### src/rtl/sha256_wrap_pkg.sv
// Register map, control/status bit positions and FSM encoding shared by the
// SHA-256 Avalon wrapper and its bench.
package sha256_wrap_pkg;

   localparam int unsigned REG_CTRL   = 0;
   localparam int unsigned REG_STATUS = 1;
   localparam int unsigned REG_DATA   = 2;
   localparam int unsigned REG_HASH0  = 8;
   localparam int          HASH_WORDS = 8;

   localparam int CTRL_START   = 0;
   localparam int CTRL_NEW_MSG = 1;
   localparam int CTRL_CLR     = 2;

   localparam int STAT_BUSY      = 0;
   localparam int STAT_DONE      = 1;
   localparam int STAT_FULL      = 2;
   localparam int STAT_EMPTY     = 3;
   localparam int STAT_OVF       = 4;
   localparam int STAT_ERR       = 5;
   localparam int STAT_COUNT_LSB = 8;

   typedef enum logic [1:0] {
      S_IDLE  = 2'd0,
      S_PULSE = 2'd1,
      S_RUN   = 2'd2
   } wrap_state_e;

endpackage

### src/rtl/sha256_word_fifo.sv
// First-word-fall-through word FIFO holding one SHA-256 message block.
// Head word is presented combinationally and reads as zero while empty.
module sha256_word_fifo #(
   parameter  int DATA_W = 32,
   parameter  int DEPTH  = 16,
   localparam int PTR_W  = $clog2(DEPTH),
   localparam int CNT_W  = PTR_W + 1
) (
   input  logic              clk,
   input  logic              reset,
   input  logic              push,
   input  logic              pop,
   input  logic [DATA_W-1:0] din,
   output logic [DATA_W-1:0] dout,
   output logic [CNT_W-1:0]  count,
   output logic              full,
   output logic              empty
);

   logic [DATA_W-1:0] mem [DEPTH];
   logic [PTR_W-1:0]  wr_ptr_reg;
   logic [PTR_W-1:0]  rd_ptr_reg;
   logic [CNT_W-1:0]  count_reg;
   logic [CNT_W-1:0]  count_next;
   logic              do_push;
   logic              do_pop;

   assign full    = (count_reg == CNT_W'(DEPTH));
   assign empty   = (count_reg == '0);
   assign count   = count_reg;
   assign do_push = push && !full;
   assign do_pop  = pop && !empty;
   assign dout    = empty ? '0 : mem[rd_ptr_reg];

   always_comb begin
      count_next = count_reg;
      case ({do_push, do_pop})
         2'b10:   count_next = count_reg + CNT_W'(1);
         2'b01:   count_next = count_reg - CNT_W'(1);
         default: count_next = count_reg;
      endcase
   end

   // Storage carries no reset; the pointers and count define what is valid.
   always_ff @(posedge clk) begin
      if (do_push) mem[wr_ptr_reg] <= din;
   end

   always_ff @(posedge clk) begin
      if (reset) begin
         wr_ptr_reg <= '0;
         rd_ptr_reg <= '0;
         count_reg  <= '0;
      end else begin
         if (do_push) wr_ptr_reg <= wr_ptr_reg + PTR_W'(1);
         if (do_pop)  rd_ptr_reg <= rd_ptr_reg + PTR_W'(1);
         count_reg <= count_next;
      end
   end

endmodule

### src/rtl/sha256_avalon_wrapper.sv
// Avalon-MM slave feeding message words to the SHA-256 controller, issuing the
// start pulse and capturing the final hash when the core reports done.
module sha256_avalon_wrapper
   import sha256_wrap_pkg::*;
#(
   parameter int DATA_W     = 32,
   parameter int FIFO_DEPTH = 16,
   parameter int ADDR_W     = 4
) (
   input  logic                       clk,
   input  logic                       reset,
   input  logic [ADDR_W-1:0]          avs_address,
   input  logic                       avs_write,
   input  logic [DATA_W-1:0]          avs_writedata,
   input  logic                       avs_read,
   output logic [DATA_W-1:0]          avs_readdata,
   output logic                       start,
   output logic                       resetn_new_input,
   input  logic                       wrapper_data_request,
   output logic [DATA_W-1:0]          wrapper_data,
   output logic                       wrapper_data_valid,
   input  logic                       done,
   input  logic [HASH_WORDS*DATA_W-1:0] hash_in
);

   localparam int CNT_W = $clog2(FIFO_DEPTH) + 1;

   wrap_state_e       state_reg, state_next;
   logic              new_msg_reg;
   logic              done_d_reg;
   logic              done_flag_reg, done_flag_next;
   logic              ovf_reg, ovf_next;
   logic              err_reg, err_next;
   logic [DATA_W-1:0] readdata_reg;
   logic [DATA_W-1:0] read_mux;
   logic [DATA_W-1:0] status_word;
   logic [DATA_W-1:0] hash_word [HASH_WORDS];

   logic              fifo_full, fifo_empty, fifo_push;
   logic [CNT_W-1:0]  fifo_count;

   logic wr_ctrl, wr_data, ctrl_start, ctrl_clr;
   logic start_ok, start_rej, ovf_set, done_rise, capture, busy;

   assign wr_ctrl    = avs_write && (avs_address == ADDR_W'(REG_CTRL));
   assign wr_data    = avs_write && (avs_address == ADDR_W'(REG_DATA));
   assign ctrl_start = wr_ctrl && avs_writedata[CTRL_START];
   assign ctrl_clr   = wr_ctrl && avs_writedata[CTRL_CLR];
   assign start_ok   = ctrl_start && (state_reg == S_IDLE) && fifo_full;
   assign start_rej  = ctrl_start && !start_ok;
   assign fifo_push  = wr_data && !fifo_full;
   assign ovf_set    = wr_data && fifo_full;
   assign done_rise  = done && !done_d_reg;
   assign capture    = (state_reg == S_RUN) && done_rise;
   assign busy       = (state_reg != S_IDLE);

   assign wrapper_data_valid = wrapper_data_request && !fifo_empty;
   assign avs_readdata       = readdata_reg;

   sha256_word_fifo #(
      .DATA_W (DATA_W),
      .DEPTH  (FIFO_DEPTH)
   ) u_fifo (
      .clk   (clk),
      .reset (reset),
      .push  (fifo_push),
      .pop   (wrapper_data_valid),
      .din   (avs_writedata),
      .dout  (wrapper_data),
      .count (fifo_count),
      .full  (fifo_full),
      .empty (fifo_empty)
   );

   always_ff @(posedge clk) begin
      if (reset) state_reg <= S_IDLE;
      else       state_reg <= state_next;
   end

   always_comb begin
      state_next = state_reg;
      case (state_reg)
         S_IDLE:  if (start_ok) state_next = S_PULSE;
         S_PULSE: state_next = S_RUN;
         S_RUN:   if (done_rise) state_next = S_IDLE;
         default: state_next = S_IDLE;
      endcase
   end

   always_comb begin
      start            = (state_reg == S_PULSE);
      resetn_new_input = !((state_reg == S_PULSE) && new_msg_reg);
   end

   // Clear is applied before the set events so CLR+START in one write behaves.
   always_comb begin
      done_flag_next = done_flag_reg;
      ovf_next       = ovf_reg;
      err_next       = err_reg;
      if (ctrl_clr) begin
         done_flag_next = 1'b0;
         ovf_next       = 1'b0;
         err_next       = 1'b0;
      end
      if (start_ok)  done_flag_next = 1'b0;
      if (capture)   done_flag_next = 1'b1;
      if (ovf_set)   ovf_next       = 1'b1;
      if (start_rej) err_next       = 1'b1;
   end

   always_ff @(posedge clk) begin
      if (reset) begin
         new_msg_reg   <= 1'b0;
         done_d_reg    <= 1'b0;
         done_flag_reg <= 1'b0;
         ovf_reg       <= 1'b0;
         err_reg       <= 1'b0;
      end else begin
         if (start_ok) new_msg_reg <= avs_writedata[CTRL_NEW_MSG];
         done_d_reg    <= done;
         done_flag_reg <= done_flag_next;
         ovf_reg       <= ovf_next;
         err_reg       <= err_next;
      end
   end

   // H0 sits in the most significant word of hash_in.
   genvar gi;
   generate
      for (gi = 0; gi < HASH_WORDS; gi++) begin : g_hash
         logic [DATA_W-1:0] word_reg;
         always_ff @(posedge clk) begin
            if (reset)        word_reg <= '0;
            else if (capture) word_reg <= hash_in[(HASH_WORDS-gi)*DATA_W-1 -: DATA_W];
         end
         assign hash_word[gi] = word_reg;
      end
   endgenerate

   always_comb begin
      status_word                               = '0;
      status_word[STAT_BUSY]                    = busy;
      status_word[STAT_DONE]                    = done_flag_reg;
      status_word[STAT_FULL]                    = fifo_full;
      status_word[STAT_EMPTY]                   = fifo_empty;
      status_word[STAT_OVF]                     = ovf_reg;
      status_word[STAT_ERR]                     = err_reg;
      status_word[STAT_COUNT_LSB +: CNT_W]      = fifo_count;
      read_mux = '0;
      if (avs_address == ADDR_W'(REG_STATUS))
         read_mux = status_word;
      else if (avs_address >= ADDR_W'(REG_HASH0))
         read_mux = hash_word[3'(avs_address - ADDR_W'(REG_HASH0))];
   end

   always_ff @(posedge clk) begin
      if (reset)         readdata_reg <= '0;
      else if (avs_read) readdata_reg <= read_mux;
   end

endmodule
### config.mk
export PLATFORM = sky130hd
export DESIGN_NAME = sha256_avalon_wrapper
export DESIGN_NICKNAME = d
export VERILOG_FILES = /design/src/rtl/sha256_wrap_pkg.sv /design/src/rtl/sha256_word_fifo.sv /design/src/rtl/sha256_avalon_wrapper.sv
export SDC_FILE = /design/constraint.sdc
export NUM_CORES = 1
export LEC_CHECK = 0
export CAP_MARGIN = 20
export CORE_UTILIZATION = 25
export CTS_CLUSTER_SIZE = 8
export DETAILED_ROUTE_END_ITERATION = 8
export GPL_TIMING_DRIVEN = 0
export PLACE_DENSITY = 0.53
export SLEW_MARGIN = 10
export SYNTH_ARGS = -nofsm -noshare
export SYNTH_HDL_FRONTEND = slang
export SYNTH_HIERARCHICAL = 1
export SYNTH_SLANG_ARGS = --single-unit
### constraint.sdc
create_clock -name clk -period 6.6 [get_ports clk]
set_input_delay 1.65 -clock clk [delete_from_list [all_inputs] [get_ports clk]]
set_output_delay 1.65 -clock clk [all_outputs]
set_load 0.05 [all_outputs]
==> impl_metrics.py <==
metrics = {
    "run_status": {
        "status": "completed",
    },
    "worst_setup_path": {
        "cp_slowest_cell": "clkdlybuf4s50_1",
        "cp-end-kind": "output pin",
        "cp_cell_sequence": "clkbuf_1 -> buf_2 -> mux4_2 -> mux2i_1 -> o22ai_1 -> clkdlybuf4s50_1",
        "required_ns": 4.95,
        "cp_top_family": "buffers and inverters",
        "cp.arrival_ns": 3.89,
        "cp_max_fo": 10,
        "path_buf_inv": 3,
        "ff2ff_setup_slack_ns": 2.58,
        "max_stage_delay_ns": 0.90,
        "worst-setup-path-type": "reg -> out",
        "cp-start-kind": "flip-flop",
    },
    "timing": {
        "max_slew_margin_pct": 26.2,
        "hold_viol_final": 0,
        "slew_violations": 0,
        "finalSetupTns_ns": 0,
        "worst_pin_slew_ns": 1.11,
        "setup_viol": 0,
        "rsz0062_at_grt": "false",
        "finalCritPeriodShare_pct": 83.9,
        "fmax_mhz": 181,
        "fin_worst_skew_ns": 0.0647,
        "fin_crit_ns": 5.54,
    },
    "cells_and_area": {
        "layout_common_cells": "544 x nand2_1, 512 x edfxtp_1, 363 x clkdlybuf4s50_1, 312 x dfxtp_1, 284 x a21oi_1",
        "fillers": 12791,
        "multi_input_area_sq_um": 10100,
        "instances_no_fill": 4597,
        "mostFrequentLayoutCell": "nand2_1",
        "largest_register_ffs": 512,
        "drive_gt1_share_pct": 14.9,
        "seq_area_sq_um": 21600,
        "layout.nets": 3161,
        "area.growth.synth_to_final_pct": 29.2,
    },
    "floorplanning": {
        "die_w_microns": 363,
        "io_pins": 365,
        "core-area_sq_um": 128000,
        "die_h_microns": 363,
        "fp-row-count": 131,
        "dieArea_sq_um": 131000,
        "start_util_pct": 25.3,
    },
    "power_and_ir_drop": {
        "seqPwrFrac_pct": 49.3,
        "comb_power_share_pct": 4.2,
        "sw_frac_of_total_pct": 21.5,
        "p_per_area_nw_per_um2": 265,
        "power.leakage_nw": 13.2,
        "p_sw_w": 0.00239,
        "p_int_w": 0.00873,
        "clkPwrFrac_pct": 46.5,
        "ir_drop_v": 0.000213,
    },
    "synth": {
        "syn_area_sq_um": 32500,
        "async_flop_share_pct": 0,
        "postSynthCellCount": 2345,
        "syn_nets": 2650,
        "synth_compound_area_share_pct": 6.13,
        "avgSynthCellArea_sq_um": 13.9,
        "ys_seq_elements": 824,
        "synth_top_family_by_area": "multiplexers",
        "seq_area_frac_synth_pct": 66.5,
        "synthSimpleGateAreaFrac_pct": 8.80,
        "yosys_warnings": 6,
        "synth_xor_area_share_pct": 0.269,
        "synth_edf_count": 512,
        "synth_cell_type_count": 48,
        "muxShareOfSynthArea_pct": 15.4,
        "ys.flop_type": "edfxtp_1",
        "synth-adder-area-share_pct": 0.269,
    },
    "clocking": {
        "htreeDepth": 3,
        "cts_hold_buf": 0,
        "path_clk_slew_ns": 0.05,
        "cts-resized-gates": 0,
        "cts_buffers": 113,
        "cts_tree": "done",
        "insertion_delay_ns": 0.69,
        "clk_path_buf_depth": 3,
        "post_cts_buffers": 0,
        "cts_root_buffer": "clkbuf_16",
        "cts_sinks": 824,
    },
    "placement": {
        "dp_cells": 4470,
        "portBuffers": 363,
        "place_congestion": 0.874,
        "dpl.hpwl_mm": 83.3,
    },
    "routing": {
        "wl_per_cell_microns": 24.3,
        "drtIter0Drc": 1641,
        "firstDrtPassIters": 7,
        "drc": 0,
        "num_vias": 21496,
        "vias_per_cell": 4.68,
        "ant_nets": 0,
        "routed_wl_mm": 112,
    },
    "global_route": {
        "grt_overflow": 0,
        "grt_pass1_vias": 21730,
        "antenna_found_initial": 14,
        "grt_max_degree": 21,
        "global_route.usage.total_pct": 16.8,
        "grt_pass1_wl_mm": 158,
    },
    "hold_path": {
        "hold_class": "reg -> reg",
    },
    "flow_run": {
        "cap_violations": 0,
    },
}
-- cells by family (layout without fill, tap and decap cells) --
logic type                 after synthesis  in the layout
DFF                                    824            824
and+or+nand+nor                        690            690
xor gates and xnor gates                10             10
adders and majority gates                7              7
muxes                                  281            281
buffers and inverters                  171            692
other                                    0              2
AOI/OAI and AO/OA                      362            362
-- through the flow --
step	util [%]	worst slack, ns	area, sq um	total power (W)	hold WS [ns]
floorplan	-	0.992	32500	0.00571	0.432
global placement	29.8	-2.78	38300	0.00605	0.440
detailed placement	30.4	1.10	39000	0.00605	0.445
CTS	32.7	0.946	42000	0.0112	0.452
global route	32.7	0.926	42000	0.0114	0.463
finish	32.7	1.06	42000	0.0111	0.451
-- final timing paths --
check / depth (start not counted) / startpoint / to
hold reg to reg: 2 / g_hash[5].word_reg[25] / g_hash[5].word_reg[25]
setup reg to reg: 13 / u_fifo/count[1] / u_fifo/count[4]
hold / removal: 2 / g_hash[5].word_reg[25] / g_hash[5].word_reg[25]
setup / recovery: 6 / flip-flop / wrapper_data[30]
-- cell type report --
| type | count | share of cell area (%) |
|---|---|---|
| inverters | 5 | 0.0447 |
| diodes | 2 | 0.0119 |
| plain buffers | 166 | 2.02 |
| clock inverters | 6 | 0.355 |
| repair buffers | 396 | 9.98 |
| multi-input cells | 1350 | 24.1 |
| well taps | 1729 | 5.15 |
| flip-flops and latches | 824 | 51.5 |
| clock buffers | 119 | 6.84 |
-- tightest hold or removal path: cells and delay by family (launching register included) --
family | cells | cell delay [ns]
AO/OA/AOI/OAI | 1 | 0.05
flip-flops | 1 | 0.30
AND/OR/NAND/NOR | 1 | 0.05
-- per-layer routing --
| layer | routed length (microns) | track usage (%) | vias up |
|---|---|---|---|
| met2 | 54000 | 28.3 | 827 |
| met1 | 45500 | 20.7 | 10808 |
| met4 | 3910 | 6.12 | 24 |
| li1 | - | - | 9648 |
| met3 | 8000 | 4.04 | 189 |
| met5 | 158 | 0 | - |
-- cells in the mapped netlist (2+ instances only) --
cell | n | area [sq um]
a21boi_2 | 2 | 22.5
a21oi_1 | 284 | 1420
a222oi_1 | 9 | 90.1
a22oi_1 | 27 | 203
a31oi_1 | 2 | 12.5
buf_1 | 4 | 15.0
buf_2 | 61 | 305
buf_4 | 22 | 165
buf_6 | 4 | 45.0
clkbuf_1 | 72 | 270
dfxtp_1 | 312 | 6250
edfxtp_1 | 512 | 15400
ha_1 | 7 | 87.6
inv_1 | 5 | 18.8
mux2i_1 | 109 | 1090
mux4_1 | 10 | 263
mux4_2 | 161 | 3630
nand2_1 | 544 | 2040
nand2b_1 | 50 | 313
nand3_1 | 23 | 115
nand4_1 | 2 | 12.5
nor2_1 | 41 | 154
nor2b_1 | 7 | 43.8
nor3_1 | 9 | 45.0
nor3b_1 | 3 | 22.5
o21ai_0 | 2 | 10.0
o22ai_1 | 32 | 200
xnor2_1 | 4 | 35.0
xor2_1 | 6 | 52.6
-- power by group through the flow --
stage	registers, W	clock network [W]	logic, W
6_report	0.00548	0.00517	0.000467
5_1_grt	0.00548	0.00546	0.000486
2_1_floorplan	0.00559	0	0.000113
4_1_cts	0.00548	0.00527	0.000469
3_3_place_gp	0.00558	0	0.000466
3_5_place_dp	0.00558	0	0.000467
(Power assumes the default switching activity.)
